## src/rtl/mem_pkg.sv

```systemverilog
// Shared encodings for the MEM-stage load/store unit: request opcodes,
// FSM states and the data-memory access type.
package mem_pkg;

  typedef enum logic [2:0] {
    OP_LW  = 3'b000,
    OP_LH  = 3'b001,
    OP_LHU = 3'b010,
    OP_LB  = 3'b011,
    OP_LBU = 3'b100,
    OP_SW  = 3'b101,
    OP_SH  = 3'b110,
    OP_SB  = 3'b111
  } op_e;

  typedef enum logic {
    ST_IDLE   = 1'b0,
    ST_RMW_WR = 1'b1
  } state_e;

  localparam logic [1:0] DMEM_TYPE_WORD = 2'b00;

  function automatic logic is_load(op_e op);
    return (op == OP_LW) || (op == OP_LH) || (op == OP_LHU) ||
           (op == OP_LB) || (op == OP_LBU);
  endfunction

endpackage

```

## src/rtl/mem_access_unit_lane_align.sv

```systemverilog
// Little-endian lane logic: load extract/extend and sub-word store merge.
// Purely combinational; used by both the load path and the RMW path.
module lane_align
  import mem_pkg::*;
(
  input  op_e         i_op,
  input  logic [1:0]  i_lane,
  input  logic [31:0] i_rdata,
  input  logic [31:0] i_wdata,
  output logic [31:0] o_load_data,
  output logic [31:0] o_merge_data
);

  logic [7:0]  w_byte;
  logic [15:0] w_half;

  assign w_byte = i_rdata[8*i_lane +: 8];
  assign w_half = i_lane[1] ? i_rdata[31:16] : i_rdata[15:0];

  always_comb begin
    o_load_data = i_rdata;
    case (i_op)
      OP_LH:   o_load_data = {{16{w_half[15]}}, w_half};
      OP_LHU:  o_load_data = {16'h0000, w_half};
      OP_LB:   o_load_data = {{24{w_byte[7]}}, w_byte};
      OP_LBU:  o_load_data = {24'h000000, w_byte};
      default: o_load_data = i_rdata;
    endcase
  end

  // Each byte lane takes store data only if the SB/SH targets it.
  for (genvar k = 0; k < 4; k++) begin : g_lane
    localparam logic [1:0] LANE = 2'(k);
    logic w_sel;
    assign w_sel = ((i_op == OP_SB) && (i_lane == LANE)) ||
                   ((i_op == OP_SH) && (i_lane[1] == LANE[1]));
    assign o_merge_data[8*k +: 8] = !w_sel ? i_rdata[8*k +: 8] :
                                    (i_op == OP_SB) ? i_wdata[7:0] :
                                    i_wdata[8*(k%2) +: 8];
  end

endmodule

```

## src/rtl/mem_access_unit.sv

```systemverilog
// MEM-stage load/store unit in front of a word-addressed data memory.
// Sub-word stores run as a two-cycle read-modify-write with a one-cycle stall.
module mem_access_unit
  import mem_pkg::*;
#(
  parameter int          DMEM_WORDS = 2048,
  parameter logic [31:0] BASE_ADDR  = 32'h0000_0000
) (
  input  logic        i_clk,
  input  logic        i_rst_n,
  input  logic        i_req_valid,
  input  logic [2:0]  i_req_op,
  input  logic [31:0] i_req_addr,
  input  logic [31:0] i_req_wdata,
  input  logic [4:0]  i_req_rd,
  output logic        o_stall,
  output logic        o_resp_valid,
  output logic [4:0]  o_resp_rd,
  output logic [31:0] o_resp_data,
  output logic        o_fault,
  output logic [31:0] o_bad_addr,
  output logic        o_dmem_ena,
  output logic        o_dmem_wena,
  output logic [31:0] o_dmem_addr,
  output logic [1:0]  o_dmem_type,
  output logic [31:0] o_dmem_wdata,
  input  logic [31:0] i_dmem_rdata
);

  state_e      r_state, w_next;
  logic [31:0] r_merge_q, r_addr_q;
  logic        r_resp_valid, r_fault;
  logic [4:0]  r_resp_rd;
  logic [31:0] r_resp_data, r_bad_addr;

  op_e         w_op;
  logic [31:0] w_widx, w_load_data, w_merge_data;
  logic        w_misalign, w_oob, w_fault, w_accept, w_load, w_sub_store;

  assign w_op   = op_e'(i_req_op);
  assign w_widx = (i_req_addr - BASE_ADDR) >> 2;
  assign w_oob  = (i_req_addr < BASE_ADDR) || (w_widx >= 32'(DMEM_WORDS));

  always_comb begin
    w_misalign = 1'b0;
    case (w_op)
      OP_LW, OP_SW:         w_misalign = (i_req_addr[1:0] != 2'b00);
      OP_LH, OP_LHU, OP_SH: w_misalign = i_req_addr[0];
      default:              w_misalign = 1'b0;
    endcase
  end

  assign w_fault     = i_req_valid && (r_state == ST_IDLE) && (w_misalign || w_oob);
  assign w_accept    = i_req_valid && (r_state == ST_IDLE) && !w_misalign && !w_oob;
  assign w_load      = w_accept && is_load(w_op);
  assign w_sub_store = w_accept && ((w_op == OP_SB) || (w_op == OP_SH));

  lane_align u_lane_align (
    .i_op         (w_op),
    .i_lane       (i_req_addr[1:0]),
    .i_rdata      (i_dmem_rdata),
    .i_wdata      (i_req_wdata),
    .o_load_data  (w_load_data),
    .o_merge_data (w_merge_data)
  );

  always_comb begin
    w_next       = r_state;
    o_stall      = 1'b0;
    o_dmem_ena   = 1'b0;
    o_dmem_wena  = 1'b0;
    o_dmem_addr  = w_widx;
    o_dmem_wdata = i_req_wdata;
    o_dmem_type  = DMEM_TYPE_WORD;
    // Reset gates every memory strobe so an in-flight RMW write is dropped.
    if (i_rst_n) begin
      case (r_state)
        ST_IDLE: begin
          if (w_accept) begin
            o_dmem_ena  = 1'b1;
            o_dmem_wena = (w_op == OP_SW);
            if (w_sub_store) begin
              o_stall = 1'b1;
              w_next  = ST_RMW_WR;
            end
          end
        end
        ST_RMW_WR: begin
          o_dmem_ena   = 1'b1;
          o_dmem_wena  = 1'b1;
          o_dmem_addr  = r_addr_q;
          o_dmem_wdata = r_merge_q;
          w_next       = ST_IDLE;
        end
        default: w_next = ST_IDLE;
      endcase
    end
  end

  always_ff @(posedge i_clk) begin
    if (!i_rst_n) begin
      r_state      <= ST_IDLE;
      r_resp_valid <= 1'b0;
      r_resp_rd    <= '0;
      r_resp_data  <= '0;
      r_fault      <= 1'b0;
      r_bad_addr   <= '0;
      r_merge_q    <= '0;
      r_addr_q     <= '0;
    end else begin
      r_state      <= w_next;
      r_resp_valid <= w_load;
      r_fault      <= w_fault;
      if (w_load) begin
        r_resp_rd   <= i_req_rd;
        r_resp_data <= w_load_data;
      end
      if (w_fault) r_bad_addr <= i_req_addr;
      if (w_sub_store) begin
        r_merge_q <= w_merge_data;
        r_addr_q  <= w_widx;
      end
    end
  end

  assign o_resp_valid = r_resp_valid;
  assign o_resp_rd    = r_resp_rd;
  assign o_resp_data  = r_resp_data;
  assign o_fault      = r_fault;
  assign o_bad_addr   = r_bad_addr;

endmodule
```

## config.mk

```make
export PLATFORM = sky130hd
export DESIGN_NAME = mem_access_unit
export DESIGN_NICKNAME = d
export VERILOG_FILES = /design/src/rtl/mem_pkg.sv /design/src/rtl/mem_access_unit_lane_align.sv /design/src/rtl/mem_access_unit.sv
export SDC_FILE = /design/constraint.sdc
export NUM_CORES = 1
export LEC_CHECK = 0
export CAP_MARGIN = 5
export CELL_PAD_IN_SITES_DETAIL_PLACEMENT = 0
export CELL_PAD_IN_SITES_GLOBAL_PLACEMENT = 1
export CORE_MARGIN = 2
export CORE_UTILIZATION = 33
export CTS_CLUSTER_SIZE = 16
export DETAILED_ROUTE_END_ITERATION = 16
export GPL_ROUTABILITY_DRIVEN = 0
export PLACE_DENSITY_LB_ADDON = 0.1
export SLEW_MARGIN = 0
export SYNTH_ARGS = -nofsm -noshare
export SYNTH_HDL_FRONTEND = slang
export SYNTH_SLANG_ARGS = --single-unit
```

## constraint.sdc

```tcl
create_clock -name i_clk -period 2.3 [get_ports i_clk]
set_input_delay 0.23 -clock i_clk [delete_from_list [all_inputs] [get_ports i_clk]]
set_output_delay 0.23 -clock i_clk [all_outputs]
set_load 0.005 [all_outputs]
```

==> results <==
power breakdown:
group | internal, mW | switching (mW) | total, mW | leakage [nW]
registers | 2.36 | 0.0166 | 2.37 | 1.09
clock network | 1.84 | 1.05 | 2.89 | 0.295
logic | 0.513 | 0.383 | 0.895 | 3.20
metal layers:
layer | wire [µm] | vias to the layer above | global-route usage [%]
met3 | 1650 | 30 | 5.45
met1 | 9530 | 3002 | 25.3
li1 | - | 3066 | -
met5 | 0 | - | 0
met2 | 11300 | 239 | 35.8
met4 | 407 | 0 | 7.16
critical path, stage by stage, from the launching register on:
cell	delay, ps
dfxtp_1	360
nand2_4	120
buf_16	250
mux2_2	380
clkdlybuf4s50_1	470
layout by cell type, fill, tap and decap left out, drive strengths merged, types with 5 or more instances in the layout:
master | Yosys | layout
clkdlybuf4s50 | 0 | 223
dfxtp | 134 | 134
mux2 | 105 | 105
buf | 27 | 77
nor2 | 55 | 55
o21ai | 52 | 52
mux2i | 50 | 50
nand2 | 47 | 47
nand3 | 45 | 45
clkbuf | 39 | 22
and3 | 19 | 19
o211a | 17 | 17
a211o | 16 | 16
a21oi | 12 | 12
inv | 11 | 11
o22ai | 8 | 8
a32oi | 7 | 7
o221a | 6 | 6
clkdlybuf4s15 | 0 | 5
dlygate4sd2 | 0 | 5
nor4 | 5 | 5
clkinv | 0 | 5
synthesized netlist by cell type (all sizes together), types with 2 or more instances:
cell type and number:
dfxtp 134, mux2 105, nor2 55, o21ai 52, mux2i 50, nand2 47
nand3 45, clkbuf 39, buf 27, and3 19, o211a 17, a211o 16
a21oi 12, inv 11, o22ai 8, a32oi 7, o221a 6, nor4 5
nand2b 4, nor3 4, o31ai 4, a31oi 3, or4 3, a22oi 2
nand3b 2, nor2b 2, o2111ai 2, o211ai 2, or3 2
stage by stage:
stage / util (%) / setup WS (ps) / power [mW] / area (µm²) / setup TNS, ps
after global placement: 49.7 / -525 / 3.31 / 9750 / -39170
after CTS: 53.4 / 1.84 / 6.22 / 10500 / 0
final: 53.6 / 39.5 / 6.16 / 10500 / 0
after detailed placement: 49.7 / -537 / 3.32 / 9750 / -43370
after global routing: 53.6 / -12.8 / 6.38 / 10500 / -45.8
after floorplan: - / 351 / 2.75 / 6650 / 0
logic make-up (layout without fill, tap and decap cells):
logic type / after synthesis / in the layout
AND/OR/NAND/NOR: 192 / 192
multiplexers: 156 / 156
AO/OA/AOI/OAI: 135 / 135
flip-flops: 134 / 134
buffers and inverters: 77 / 358
XOR/XNOR: 2 / 2
other: 1 / 4
flip-flops by register name (all words and copies together) (netlist names):
| name | count |
|---|---|
| o_fault | 1 |
| o_resp_rd | 5 |
| r_merge_q | 32 |
| o_resp_valid | 1 |
| o_bad_addr | 32 |
| o_resp_data | 32 |
| r_addr_q | 30 |
| r_state | 1 |
area by class of cell:
| class | count | share of cell area, % |
|---|---|---|
| sequential | 134 | 25.6 |
| clock buffer | 19 | 4.22 |
| clock inverter | 12 | 1.71 |
| inverter | 11 | 0.394 |
| tap | 265 | 3.16 |
| timing repair buffer | 316 | 29.7 |
| multi-input combinational | 489 | 35.3 |
worst max-delay path by stage:
stage                                   from                           end
after detailed placement      i_req_addr[28]                       o_stall
final                     r_state$_SDFF_PN0_               o_dmem_addr[18]
after CTS                     i_req_addr[13]                   o_dmem_wena
after global placement        i_req_addr[28]                       o_stall
after floorplan               i_req_addr[28]  o_resp_data[17]$_SDFFE_PN0P_
after global routing      r_state$_SDFF_PN0_               o_dmem_addr[11]
what timing repair did:
item,in CTS,in global routing
setup buffers,5,0
setup endpoints to repair,28,26
cloned,1,0
pin swaps,7,7
hold buffers,0,0
resized for setup,34,18
==> results.py <==
metrics = {
    "sta": {
        "min_period_over_period_pct": 98.3,
        "whs_ps": 99.0,
        "slew_violations": 0,
        "maxSlewHeadroom_pct": 26.9,
        "skew_ps": 5.68,
        "setup_viol": 0,
        "worstMarginPinSlew_ps": 1100,
        "hold_violations": 0,
        "min_period_ps": 2260,
        "fmax_ghz": 0.442,
    },
    "finish": {
        "drive_gt1_share_pct": 24.7,
        "area_growth_pct": 58.1,
        "n_antenna_cell": 0,
        "fill_cells": 1797,
        "register_area_um2": 2680,
        "final_nets": 1076,
        "multi_input_area_um2": 3700,
        "fin_cells": 1246,
    },
    "cts": {
        "cts_sinks": 134,
        "cts_tree": "done",
        "cts_made_buffers": 17,
        "clock_latency_ps": 420,
        "cts_root_buf": "clkbuf_16",
        "htree_levels": 4,
        "clk_pin_slew_ps": 60,
        "clockBufferDepth": 2,
    },
    "setup_path": {
        "r2r_cells": 7,
        "crit_arrival_ps": 2030,
        "reg2reg_to": "o_resp_data[19]$_SDFFE_PN0P_",
        "cp-end-kind": "primary output",
        "required_ps": 2070,
        "critPathLaunchType": "flop",
        "timing.rr.start": "r_state$_SDFF_PN0_",
        "cp_max_fo": 48,
        "worstSetupPathType": "flop to primary output",
        "ff2ff_setup_slack_ps": 270,
    },
    "logic_synthesis": {
        "synthFlopType": "dfxtp_1",
        "synth_top_area_cell": "dfxtp_1",
        "synthAdderAreaFrac_pct": 0,
        "synth_area_um2": 6640,
        "synth-xor-area-share_pct": 0.264,
        "synth_cell_types": 47,
        "ys_seq_elements": 134,
        "synth-compound-area-share_pct": 14.3,
        "synthCells": 697,
        "synth_edf_count": 0,
        "ys_warn_count": 0,
        "yosysSeqAreaShare_pct": 40.4,
        "ys_top_cells_by_area": "dfxtp_1 (40%), mux2_2 (18%), mux2i_1 (7.5%)",
        "synthMuxAreaShare_pct": 25.7,
        "avgSynthCellArea_um2": 9.52,
        "synthSimpleGateAreaFrac_pct": 13.9,
        "synth_top_family_by_area": "multiplexers",
        "synth_top_area_share_pct": 40.4,
        "ys_async_sr_fraction_pct": 0,
    },
    "route": {
        "wl_mm": 22.9,
        "wire_per_inst_um": 18.4,
        "vias_per_cell": 5.09,
        "dr_total_vias": 6337,
        "firstDrtPassIters": 5,
        "drc": 0,
        "initialDrtViolationCount": 294,
        "ant_nets": 0,
    },
    "floorplan": {
        "die_w_um": 146,
        "fp-row-count": 51,
        "die_area_um2": 21300,
        "core_area_um2": 19600,
        "ioPinCount": 247,
        "initial_core_util_pct": 33.9,
        "die-height_um": 146,
    },
    "worst_hold_path": {
        "hold_depth": 3,
        "min_path_type": "input pin to flop",
        "hold_start": "i_req_addr[27]",
        "hold_end": "o_bad_addr[27]$_SDFFE_PN0P_",
    },
    "power_and_ir_drop": {
        "ir_drop_mv": 0.495,
        "p_leak_nw": 4.58,
        "power-per-cell-area_nw_per_um2": 587,
    },
    "global_routing": {
        "antenna_found_initial": 1,
        "grt_pass1_wl_mm": 35.1,
        "grt.total_usage_pct": 20.8,
        "grt_start_max_net_pins": 115,
        "grt_pass1_vias": 6441,
        "grt-ovfl-total": 0,
    },
    "job": {
        "cap_violations": 0,
    },
    "place": {
        "portBuffers": 242,
        "placedCellCount": 1209,
        "hpwl_mm": 16.8,
    },
    "outcome": {
        "outcome": "finished, final reports clean",
    },
}
No activity file was read; power rests on OpenSTA's default activity.
